<file path="config.mk">
export PLATFORM = sky130hd
export DESIGN_NAME = dmem_arbiter_flat
export DESIGN_NICKNAME = d
export VERILOG_FILES = /design/src/rtl/dmem_arb_pkg.sv /design/src/rtl/dmem_arbiter_if.sv /design/src/rtl/dmem_arb_starve_ctr.sv /design/src/rtl/dmem_arbiter.sv /design/src/flat_wrapper.sv
export SDC_FILE = /design/constraint.sdc
export NUM_CORES = 1
export LEC_CHECK = 0
export ABC_AREA = 0
export BUFFER_PORTS_ARGS = -buffer_cell sky130_fd_sc_hd__buf_2
export CORE_AREA = 2 2 92 94
export CTS_BUF_LIST = sky130_fd_sc_hd__clkbuf_4
export DETAILED_ROUTE_END_ITERATION = 6
export DIE_AREA = 0 0 94 96
export SYNTH_ARGS = -nofsm -noshare
export SYNTH_HDL_FRONTEND = slang
export SYNTH_SLANG_ARGS = --single-unit
</file>
<file path="constraint.sdc">
create_clock -name clk -period 1.64 [get_ports clk]
set_input_delay 0.164 -clock clk [delete_from_list [all_inputs] [get_ports clk]]
set_output_delay 0.164 -clock clk [all_outputs]
set_load 0.05 [all_outputs]
</file>
<file path="src/rtl/dmem_arb_pkg.sv">
// Shared definitions for the data-SRAM arbiter: read-owner encoding and
// the sizing helper for the starvation counter.
package dmem_arb_pkg;

  localparam logic OWNER_CPU = 1'b0;
  localparam logic OWNER_EXT = 1'b1;

  // Bits needed to hold 0..limit; a limit of 0 still gets a 1-bit counter.
  function automatic int starve_w(input int limit);
    int w;
    w = 0;
    while ((1 << w) < (limit + 1)) begin
      w = w + 1;
    end
    return (w < 1) ? 1 : w;
  endfunction

endpackage

</file>
<file path="src/rtl/dmem_arbiter_if.sv">
// Bus bundle between the arbiter, its two requesters and the data SRAM.
// The slave modport is the arbiter's view; master is the surrounding system.
interface dmem_arbiter_if #(
  parameter int ADDR_W = 10,
  parameter int DATA_W = 32
);

  logic              cpu_req;
  logic              cpu_wen;
  logic [ADDR_W-1:0] cpu_addr;
  logic [DATA_W-1:0] cpu_wdata;
  logic              cpu_gnt;
  logic              cpu_stall;
  logic              cpu_rvalid;
  logic [DATA_W-1:0] cpu_rdata;

  logic              ext_req;
  logic              ext_wen;
  logic [ADDR_W-1:0] ext_addr;
  logic [DATA_W-1:0] ext_wdata;
  logic              ext_gnt;
  logic              ext_rvalid;
  logic [DATA_W-1:0] ext_rdata;

  logic              mem_en;
  logic              mem_wen;
  logic [ADDR_W-1:0] mem_addr;
  logic [DATA_W-1:0] mem_wdata;
  logic [DATA_W-1:0] mem_rdata;

  modport slave (
    input  cpu_req, cpu_wen, cpu_addr, cpu_wdata,
    output cpu_gnt, cpu_stall, cpu_rvalid, cpu_rdata,
    input  ext_req, ext_wen, ext_addr, ext_wdata,
    output ext_gnt, ext_rvalid, ext_rdata,
    output mem_en, mem_wen, mem_addr, mem_wdata,
    input  mem_rdata
  );

  modport master (
    output cpu_req, cpu_wen, cpu_addr, cpu_wdata,
    input  cpu_gnt, cpu_stall, cpu_rvalid, cpu_rdata,
    output ext_req, ext_wen, ext_addr, ext_wdata,
    input  ext_gnt, ext_rvalid, ext_rdata,
    input  mem_en, mem_wen, mem_addr, mem_wdata,
    output mem_rdata
  );

endinterface

</file>
<file path="src/rtl/dmem_arb_starve_ctr.sv">
// Saturating up-counter with synchronous clear, tracking how many conflicting
// cycles the host has lost in a row.
module dmem_arb_starve_ctr #(
  parameter int LIMIT = 4,
  parameter int W     = 3
) (
  input  logic         clk,
  input  logic         arst_n,
  input  logic         i_inc,
  input  logic         i_clr,
  output logic [W-1:0] o_cnt
);

  localparam logic [W-1:0] LIM = W'(LIMIT);

  logic [W-1:0] r_cnt;

  always_ff @(posedge clk) begin
    if (!arst_n) begin
      r_cnt <= '0;
    end else if (i_clr) begin
      r_cnt <= '0;
    end else if (i_inc && (r_cnt != LIM)) begin
      r_cnt <= r_cnt + W'(1);
    end
  end

  assign o_cnt = r_cnt;

endmodule

</file>
<file path="src/rtl/dmem_arbiter.sv">
// Single-port data SRAM arbiter: CPU priority with a host starvation guard,
// pipeline stall and 1-cycle read return routing. Optional DMEM_ARB_STATS_EN.
module dmem_arbiter
  import dmem_arb_pkg::*;
#(
  parameter int ADDR_W       = 10,
  parameter int DATA_W       = 32,
  parameter int STARVE_LIMIT = 4
) (
  input  logic        clk,
  input  logic        arst_n,
  dmem_arbiter_if.slave bus
`ifdef DMEM_ARB_STATS_EN
  ,
  output logic [31:0] conflict_cnt,
  output logic [31:0] stall_cnt
`endif
);

  localparam int CW = starve_w(STARVE_LIMIT);

  logic [CW-1:0]     w_starve_cnt;
  logic              w_ext_wins;
  logic              w_cpu_gnt;
  logic              w_ext_gnt;
  logic              w_cpu_stall;
  logic              w_mem_en;
  logic              w_mem_wen;
  logic [ADDR_W-1:0] w_mem_addr;
  logic [DATA_W-1:0] w_mem_wdata;

  logic              r_rd_pend;
  logic              r_rd_owner;

  dmem_arb_starve_ctr #(
    .LIMIT (STARVE_LIMIT),
    .W     (CW)
  ) u_starve_ctr (
    .clk    (clk),
    .arst_n (arst_n),
    .i_inc  (bus.ext_req & w_cpu_gnt),
    .i_clr  (w_ext_gnt | ~bus.ext_req),
    .o_cnt  (w_starve_cnt)
  );

  assign w_ext_wins = (w_starve_cnt == CW'(STARVE_LIMIT));

  // The host takes a conflict only once the CPU has used up its run.
  always_comb begin
    w_ext_gnt   = bus.ext_req & (~bus.cpu_req | w_ext_wins);
    w_cpu_gnt   = bus.cpu_req & ~w_ext_gnt;
    w_cpu_stall = bus.cpu_req & ~w_cpu_gnt;
  end

  always_comb begin
    w_mem_en    = w_cpu_gnt | w_ext_gnt;
    w_mem_wen   = 1'b0;
    w_mem_addr  = '0;
    w_mem_wdata = '0;
    if (w_cpu_gnt) begin
      w_mem_wen   = bus.cpu_wen;
      w_mem_addr  = bus.cpu_addr;
      w_mem_wdata = bus.cpu_wdata;
    end else if (w_ext_gnt) begin
      w_mem_wen   = bus.ext_wen;
      w_mem_addr  = bus.ext_addr;
      w_mem_wdata = bus.ext_wdata;
    end
  end

  // Remember who issued this cycle's read so the returning word is routed back.
  always_ff @(posedge clk) begin
    if (!arst_n) begin
      r_rd_pend  <= 1'b0;
      r_rd_owner <= OWNER_CPU;
    end else begin
      r_rd_pend  <= w_mem_en & ~w_mem_wen;
      r_rd_owner <= w_ext_gnt ? OWNER_EXT : OWNER_CPU;
    end
  end

  assign bus.cpu_gnt    = w_cpu_gnt;
  assign bus.ext_gnt    = w_ext_gnt;
  assign bus.cpu_stall  = w_cpu_stall;
  assign bus.mem_en     = w_mem_en;
  assign bus.mem_wen    = w_mem_wen;
  assign bus.mem_addr   = w_mem_addr;
  assign bus.mem_wdata  = w_mem_wdata;
  assign bus.cpu_rvalid = r_rd_pend & (r_rd_owner == OWNER_CPU);
  assign bus.ext_rvalid = r_rd_pend & (r_rd_owner == OWNER_EXT);
  assign bus.cpu_rdata  = bus.mem_rdata;
  assign bus.ext_rdata  = bus.mem_rdata;

`ifdef DMEM_ARB_STATS_EN
  logic [31:0] r_conflict_cnt;
  logic [31:0] r_stall_cnt;

  always_ff @(posedge clk) begin
    if (!arst_n) begin
      r_conflict_cnt <= '0;
      r_stall_cnt    <= '0;
    end else begin
      if (bus.cpu_req & bus.ext_req) begin
        r_conflict_cnt <= r_conflict_cnt + 32'd1;
      end
      if (w_cpu_stall) begin
        r_stall_cnt <= r_stall_cnt + 32'd1;
      end
    end
  end

  assign conflict_cnt = r_conflict_cnt;
  assign stall_cnt    = r_stall_cnt;
`endif

endmodule

</file>
<file path="src/flat_wrapper.sv">
// flat-port wrapper written by rule: the top's interface ports become plain ports
module dmem_arbiter_flat import dmem_arb_pkg::*;
#(
  parameter int ADDR_W       = 10,
  parameter int DATA_W       = 32,
  parameter int STARVE_LIMIT = 4
)
  (clk, arst_n, bus_cpu_req, bus_cpu_wen, bus_cpu_addr, bus_cpu_wdata, bus_cpu_gnt, bus_cpu_stall, bus_cpu_rvalid, bus_cpu_rdata, bus_ext_req, bus_ext_wen, bus_ext_addr, bus_ext_wdata, bus_ext_gnt, bus_ext_rvalid, bus_ext_rdata, bus_mem_en, bus_mem_wen, bus_mem_addr, bus_mem_wdata, bus_mem_rdata);
  dmem_arbiter_if #(.ADDR_W(ADDR_W), .DATA_W(DATA_W)) bus_i ();
  input  logic clk;
  input  logic arst_n;
  input wire logic [$bits(bus_i.cpu_req)-1:0] bus_cpu_req;
  input wire logic [$bits(bus_i.cpu_wen)-1:0] bus_cpu_wen;
  input wire logic [$bits(bus_i.cpu_addr)-1:0] bus_cpu_addr;
  input wire logic [$bits(bus_i.cpu_wdata)-1:0] bus_cpu_wdata;
  output wire logic [$bits(bus_i.cpu_gnt)-1:0] bus_cpu_gnt;
  output wire logic [$bits(bus_i.cpu_stall)-1:0] bus_cpu_stall;
  output wire logic [$bits(bus_i.cpu_rvalid)-1:0] bus_cpu_rvalid;
  output wire logic [$bits(bus_i.cpu_rdata)-1:0] bus_cpu_rdata;
  input wire logic [$bits(bus_i.ext_req)-1:0] bus_ext_req;
  input wire logic [$bits(bus_i.ext_wen)-1:0] bus_ext_wen;
  input wire logic [$bits(bus_i.ext_addr)-1:0] bus_ext_addr;
  input wire logic [$bits(bus_i.ext_wdata)-1:0] bus_ext_wdata;
  output wire logic [$bits(bus_i.ext_gnt)-1:0] bus_ext_gnt;
  output wire logic [$bits(bus_i.ext_rvalid)-1:0] bus_ext_rvalid;
  output wire logic [$bits(bus_i.ext_rdata)-1:0] bus_ext_rdata;
  output wire logic [$bits(bus_i.mem_en)-1:0] bus_mem_en;
  output wire logic [$bits(bus_i.mem_wen)-1:0] bus_mem_wen;
  output wire logic [$bits(bus_i.mem_addr)-1:0] bus_mem_addr;
  output wire logic [$bits(bus_i.mem_wdata)-1:0] bus_mem_wdata;
  input wire logic [$bits(bus_i.mem_rdata)-1:0] bus_mem_rdata;
  assign bus_i.cpu_req = bus_cpu_req;
  assign bus_i.cpu_wen = bus_cpu_wen;
  assign bus_i.cpu_addr = bus_cpu_addr;
  assign bus_i.cpu_wdata = bus_cpu_wdata;
  assign bus_cpu_gnt = bus_i.cpu_gnt;
  assign bus_cpu_stall = bus_i.cpu_stall;
  assign bus_cpu_rvalid = bus_i.cpu_rvalid;
  assign bus_cpu_rdata = bus_i.cpu_rdata;
  assign bus_i.ext_req = bus_ext_req;
  assign bus_i.ext_wen = bus_ext_wen;
  assign bus_i.ext_addr = bus_ext_addr;
  assign bus_i.ext_wdata = bus_ext_wdata;
  assign bus_ext_gnt = bus_i.ext_gnt;
  assign bus_ext_rvalid = bus_i.ext_rvalid;
  assign bus_ext_rdata = bus_i.ext_rdata;
  assign bus_mem_en = bus_i.mem_en;
  assign bus_mem_wen = bus_i.mem_wen;
  assign bus_mem_addr = bus_i.mem_addr;
  assign bus_mem_wdata = bus_i.mem_wdata;
  assign bus_i.mem_rdata = bus_mem_rdata;
  dmem_arbiter #(.ADDR_W(ADDR_W), .DATA_W(DATA_W), .STARVE_LIMIT(STARVE_LIMIT)) u_core (.clk(clk), .arst_n(arst_n), .bus(bus_i));
endmodule
</file>
==> results.py, run 1 <==
metrics = {
    "drt": {
        "drtIter0Drc": 62,
        "wire_per_inst_um": 15.59,
        "first_pass_iters": 4,
        "drt-total-wl_um": 6686,
        "vias": 1943,
        "drc": 0,
        "drtAntennaViolNets": 0,
        "avgViaCountPerCell": 4.529,
    },
    "floorplanning": {
        "num_rows": 33,
        "core_region_area_um2": 8051,
        "die-width_um": 94,
        "io_pins": 235,
        "start_util_pct": 19.18,
        "die_y_um": 96,
        "fp.dieArea_um2": 9024,
    },
    "hold_path": {
        "whs_path_depth": 2,
        "hold_path_end": "u_core.r_rd_pend",
        "hold_class": "input port to flip-flop",
        "hp-start": "arst_n",
    },
    "synth": {
        "avgSynthCellArea_um2": 6.433,
        "synth_fp_nets": 364,
        "syn_inst": 240,
        "ys_types": 25,
        "yosys-top-cells-area": "buf_4, o211ai_1, inv_1",
        "synth_top_area_share_pct": 33.06,
        "synth_seq_cells": 5,
        "yosys_warnings": 0,
        "ys_seq_area_share_pct": 6.483,
        "yosysTopAreaCell": "buf_4",
        "syn_area_um2": 1544,
    },
    "cells_and_area": {
        "nets": 449,
        "final_cell_mix": "buf_2, buf_6, inv_1",
        "antenna_cells": 0,
        "area_growth_pct": 75.85,
        "final_common_cell": "buf_2",
        "n_fill_cell": 844,
        "fin_cells": 429,
        "postLayoutCoreUtil_pct": 33.72,
        "drive_gt1_share_pct": 67.90,
    },
    "global_routing": {
        "grt_start_max_net_pins": 45,
        "grt_pass1_wl_um": 8542,
        "grt_pass1_vias": 1800,
        "grt_remaining_overflow": 0,
        "antenna_found_initial": 0,
        "grt_use_total_pct": 12.18,
    },
    "sta": {
        "finalCriticalPeriod_ns": 1.861,
        "fmax_ghz": 0.5373,
        "fin_crit_sh_pct": 113.5,
        "fin_skew_ns": 0.0005413,
        "setup_viol": 46,
        "maxSlewViolCount": 0,
        "max_slew_margin_pct": 81.98,
        "rsz0062_at_grt": "true",
        "fin_ws_ns": -0.2211,
        "finalHoldViolCount": 0,
        "worstMarginPinSlew_ns": 0.2703,
    },
    "setup_path": {
        "cp.arrival_ns": 1.70,
        "rr_endpoint": "u_core.r_rd_owner",
        "path_common_cell": "buf_8",
        "critical_path.endpoint_type": "output pin",
        "worstRegToRegCells": 8,
        "r2r-start": "u_core.u_starve_ctr.o_cnt[0]",
        "critical_path.slowest_cell": "dfxtp_2",
        "crit_required_ns": 1.48,
        "path_cells": "inv_2, ha_4, a21boi_4, nand2b_4, buf_8, inv_4, a22o_4, buf_8",
        "crit_fanout": 4,
        "max_stage_delay_ns": 0.33,
        "reg2reg_slack_ns": 0.19,
        "path_class": "flip-flop to output pin",
        "start_kind": "flip-flop",
    },
    "pwr": {
        "p_total_uw": 1226,
        "p_per_area_nw_per_um2": 451.4,
        "vdd_drop_max_uv": 143.4,
        "leakagePower_uw": 0.001399,
    },
    "clock_tree": {
        "clk_pin_slew_ns": 0.04,
        "htree_levels": 1,
        "cts_hold_buf": 0,
        "cts_buffer_depth": 2,
        "cts_tree": "yes",
        "clock_latency_ns": 0.25,
        "cts_inserted_buffers": 3,
        "clock_sinks": 5,
        "cts_root_buf": "clkbuf_4",
    },
    "place": {
        "dp.cells": 410,
        "post-dp-hpwl_um": 4031,
        "gp_congestion": 0.6793,
        "io_buffers": 138,
    },
    "flow_run": {
        "maxCapViolations": 0,
    },
    "run_status": {
        "status": "finished with violations",
        "failed_checks": "negative setup slack",
    },
}
metrics by stage:
| stage | area (um^2) | hold slack (ns) | TNS (ns) | worst slack [ns] |
|---|---|---|---|---|
| after global placement | 1966 | 0.3285 | -0.1070 | -0.03025 |
| final | 2715 | 0.1383 | -7.255 | -0.2211 |
| after detailed placement | 1966 | 0.3285 | -1.313 | -0.07392 |
| after global routing | 2715 | 0.1594 | -10.77 | -0.2976 |
| after floorplan | 1593 | 0.2857 | -8.454 | -0.2631 |
| after CTS | 2584 | 0.1418 | -6.630 | -0.2029 |
cell type report:
cell class | count | area [um^2] | area share (%)
sequential | 5 | 103.9 | 3.825
inverter | 47 | 178.9 | 6.590
clock buffer | 4 | 30.03 | 1.106
timing repair buffer | 161 | 1369 | 50.41
tap | 105 | 131.4 | 4.839
multi-input combinational | 107 | 902.1 | 33.23
sequential cells by signal, indices dropped and copies added (netlist names):
| signal | count |
|---|---|
| u_core.u_starve_ctr.o_cnt | 3 |
| u_core.r_rd_pend | 1 |
| u_core.r_rd_owner | 1 |
synthesized netlist by cell type:
cell type / number
a21oi_1: 1
nand2_2: 1
nand2_1: 1
and3_1: 1
buf_6: 1
nand3_1: 1
nor2_1: 4
o21ai_1: 30
o21ai_0: 12
inv_2: 2
inv_1: 45
and2_1: 5
nand2b_1: 1
ha_1: 2
mux2i_1: 1
a21boi_4: 1
o211ai_1: 42
buf_4: 68
nor2b_1: 1
nand2b_4: 1
buf_2: 4
clkbuf_1: 8
dfxtp_1: 5
a22o_1: 1
o32ai_1: 1
cell families after synthesis:
group | share of synthesized area, %
buf+inv | 48.46
mux | 0.6483
fa+ha+maj | 1.620
compound gates | 36.71
flops | 6.483
simple gates | 6.078
where the power goes:
| group | switching [uW] | total (uW) | internal [uW] |
|---|---|---|---|
| sequential | 1.78 | 128 | 126 |
| combinational | 561 | 936 | 375 |
| clock | 53.5 | 162 | 109 |
| total | 616 | 1230 | 609 |
critical path: cells and delay by family, from the launching register on:
| kind | cells | cell delay (ns) |
|---|---|---|
| buffers and inverters | 4 | 0.39 |
| AO/OA/AOI/OAI | 2 | 0.38 |
| flip-flops | 1 | 0.33 |
| AND/OR/NAND/NOR | 1 | 0.19 |
| adder cells (fa/ha/maj) | 1 | 0.17 |
timing repair:
| item | CTS | global route |
|---|---|---|
| resized for setup | 128 | 20 |
| setup buffers | 6 | 3 |
| pin swaps | 4 | 2 |
| cloned | 4 | 4 |
| endpoints found under the setup margin | 46 | 46 |
| hold endpoints to repair | 0 | 0 |
metal layers:
layer	part of all wire, %	track usage [%]
met2	51	24.52
met1	36	12.10
met4	6.5	6.522
met3	6.3	1.331
met5	0	0
worst max-delay path by stage:
stage	endpoint	depth (start not counted)	from	slack [ns]
CTS	bus_mem_wen	8	u_core.u_starve_ctr.o_cnt[0]	-0.20
detailed placement	bus_mem_addr[1]	7	u_core.u_starve_ctr.o_cnt[0]	-0.07
global placement	bus_mem_wdata[12]	7	u_core.u_starve_ctr.o_cnt[0]	-0.03
finish	bus_mem_wen	8	u_core.u_starve_ctr.o_cnt[0]	-0.22
global route	bus_mem_wdata[29]	8	u_core.u_starve_ctr.o_cnt[0]	-0.30
floorplan	bus_mem_addr[1]	6	u_core.u_starve_ctr.o_cnt[0]	-0.26
Power figures use the tool's default switching activity.
==> inputs of run 2 (changes only) <==
Settings changed: ABC_AREA 0 to 1, CORE_AREA 2 2 92 94 to 2 2 91 93, DIE_AREA 0 0 94 96 to 0 0 93 95.
==> run 2 against run 1 <==
Compared with the run above: the run still ends with negative setup slack left; non-clock buffer count increased by 4; critical path type unchanged; largest power group unchanged; cell count increased by 1.4%; routed wire length decreased by 4.9%; flip-flop and latch count unchanged.
==> results.py, run 2 <==
metrics = {
    "run_status": {
        "status": "finished with violations",
        "failed_checks": "negative setup slack",
    },
    "synth": {
        "ys_types": 14,
        "synthArstFlopShare_pct": 0,
        "synth_edf_count": 0,
        "synth_common_cells": "nand2_1, buf_4, inv_1, nor2_1, dfxtp_1",
        "synth_fp_nets": 358,
        "syn_area_um2": 1297,
        "synth_seq_cells": 5,
        "synth_most_common_cell": "nand2_1",
        "synthFlopType": "dfxtp_1",
        "yosys_warnings": 0,
        "avgSynthCellArea_um2": 5.545,
        "yosysTopAreaCell": "buf_4",
        "yosys-top-cells-area": "buf_4, nand2_1, dfxtp_1",
        "ys_seq_area_share_pct": 7.715,
        "synth_top_area_share_pct": 39.92,
        "syn_inst": 234,
    },
    "floorplanning": {
        "die-width_um": 93,
        "num_rows": 33,
        "core_region_area_um2": 7928,
        "io_pins": 235,
        "start_util_pct": 16.37,
        "fp.dieArea_um2": 8835,
        "die_y_um": 95,
    },
    "place": {
        "place_area_um2": 1677,
        "gp_congestion": 0.6504,
        "dp.cells": 410,
        "io_buffers": 138,
        "post-place-ws_ns": -0.08113,
        "post-dp-hpwl_um": 3390,
    },
    "setup_path": {
        "critical_path.slowest_cell": "dfxtp_2",
        "rr_endpoint": "u_core.r_rd_pend",
        "crit_required_ns": 1.48,
        "path_common_cell": "buf_6",
        "start_kind": "flip-flop",
        "path_cells": "inv_2, ha_4, nand2_4, buf_6, a21boi_4, buf_6, clkbuf_16, nand2_1, nand2_1, buf_6",
        "r2r-start": "u_core.u_starve_ctr.o_cnt[1]",
        "reg2reg_slack_ns": 0.13,
        "cp.arrival_ns": 1.71,
        "path_class": "flip-flop to output pin",
        "worstRegToRegCells": 12,
        "crit_fanout": 10,
        "startpoint": "u_core.u_starve_ctr.o_cnt[1]",
        "max_stage_delay_ns": 0.32,
        "critical_path.endpoint_type": "output pin",
    },
    "sta": {
        "fin_skew_ns": 0.009019,
        "finalHoldViolCount": 0,
        "finalCriticalPeriod_ns": 1.878,
        "rsz0062_at_grt": "true",
        "max_slew_margin_pct": 83.48,
        "fin_crit_sh_pct": 114.5,
        "fmax_ghz": 0.5324,
        "fin_ws_ns": -0.2382,
        "maxSlewViolCount": 0,
        "whs_ns": 0.1712,
        "setup_viol": 46,
        "worstMarginPinSlew_ns": 0.2495,
    },
    "pwr": {
        "p_total_uw": 1413,
        "p_per_area_nw_per_um2": 496.9,
        "leakagePower_uw": 0.001588,
        "vdd_drop_max_uv": 345.0,
    },
    "global_routing": {
        "grt_start_max_net_pins": 22,
        "grt_pass1_wl_um": 7590,
        "grt_use_total_pct": 10.99,
        "grt_remaining_overflow": 0,
        "grt_pass1_vias": 1511,
        "antenna_found_initial": 0,
    },
    "clock_tree": {
        "cts_tree": "yes",
        "clk_pin_slew_ns": 0.04,
        "clock_sinks": 5,
        "cts_inserted_buffers": 3,
        "htree_levels": 1,
        "clock_latency_ns": 0.25,
        "cts_root_buf": "clkbuf_4",
        "cts_buffer_depth": 2,
        "cts_hold_buf": 0,
    },
    "cells_and_area": {
        "final_cell_mix": "buf_2, nand2_1, nand2_2",
        "final_common_cell": "buf_2",
        "n_fill_cell": 847,
        "final-seq-area_um2": 102.6,
        "area_growth_pct": 119.1,
        "nets": 455,
        "fin_cells": 435,
        "multiInputGateArea_um2": 944.7,
        "drive_gt1_share_pct": 75.76,
        "final_area_um2": 2843,
        "antenna_cells": 0,
        "largest_reg_flops": 3,
    },
    "flow_run": {
        "maxCapViolations": 0,
    },
    "drt": {
        "drtIter0Drc": 40,
        "drc": 0,
        "drtAntennaViolNets": 0,
        "wire_per_inst_um": 14.61,
        "drt-total-wl_um": 6356,
        "vias": 1672,
        "avgViaCountPerCell": 3.844,
        "first_pass_iters": 4,
    },
    "hold_path": {
        "whs_path_depth": 3,
        "hold_path_end": "u_core.r_rd_owner",
        "hold_class": "input port to flip-flop",
        "hp-start": "arst_n",
    },
}
## run 2: report_power, final
| part | leakage [uW] | internal [uW] | switching, uW |
|---|---|---|---|
| Combinational | 0.00153 | 490 | 629 |
| Sequential | 0.0000418 | 126 | 2.11 |
| Clock | 0.0000184 | 109 | 56.4 |
## run 2: timing repair
| item | 4_1_cts | 5_1_grt |
|---|---|---|
| pin swaps | 7 | 24 |
| resized for setup | 148 | 96 |
| setup buffers | 9 | 5 |
| endpoints found under the setup margin | 46 | 46 |
| cloned | 7 | 3 |
## run 2: area by class of cell
| type | instances | share of cell area (%) |
|---|---|---|
| Clock buffer | 4 | 1.056 |
| Multi-Input combinational cell | 148 | 33.23 |
| Tap cell | 105 | 4.621 |
| Timing Repair Buffer | 165 | 56.16 |
| Sequential cell | 5 | 3.609 |
| Inverter | 8 | 1.320 |
## run 2: cells by family (layout without fill, tap and decap cells)
group                    Yosys count  in the layout  share of synthesized area [%]
flip-flops                         5              5                          7.715
buffers and inverters             81            177                          45.71
AND/OR/NAND/NOR                  144            144                          42.53
XOR/XNOR                           1              1                         0.6751
AO/OA/AOI/OAI                      1              1                          1.447
adder cells (fa/ha/maj)            2              2                          1.928
## run 2: how the worst max path moves through the flow
stage	end	slack (ns)	depth (start not counted)
after global placement	bus_mem_wdata[6]	-0.05	11
after detailed placement	bus_mem_wdata[6]	-0.08	11
after global routing	bus_mem_addr[4]	-0.32	12
after floorplan	bus_mem_wdata[22]	0.0004	10
after CTS	bus_mem_addr[0]	-0.26	11
final	bus_mem_wdata[16]	-0.24	10
## run 2: through the flow
step | TNS [ns] | util [%]
after floorplan | 0 | -
after global placement | -0.1001 | 21.15
after detailed placement | -0.5215 | 21.15
after CTS | -9.761 | 31.01
after global routing | -12.97 | 35.86
final | -9.132 | 35.86
## run 2: critical path, delay by kind of cell (launching register included)
kind / cells / cell delay (ns)
and+or+nand+nor: 3 / 0.19
AOI/OAI and AO/OA: 1 / 0.15
buffers and inverters: 5 / 0.66
adders and majority gates: 1 / 0.13
DFF: 1 / 0.32
## run 2: routing by layer
| layer | vias up | track usage [%] | part of all wire, % |
|---|---|---|---|
| met5 | - | 0 | 0 |
| met1 | 750 | 13.91 | 38 |
| met3 | 28 | 1.437 | 6.2 |
| met4 | 0 | 4.534 | 3.0 |
| li1 | 824 | - | - |
| met2 | 70 | 18.84 | 53 |
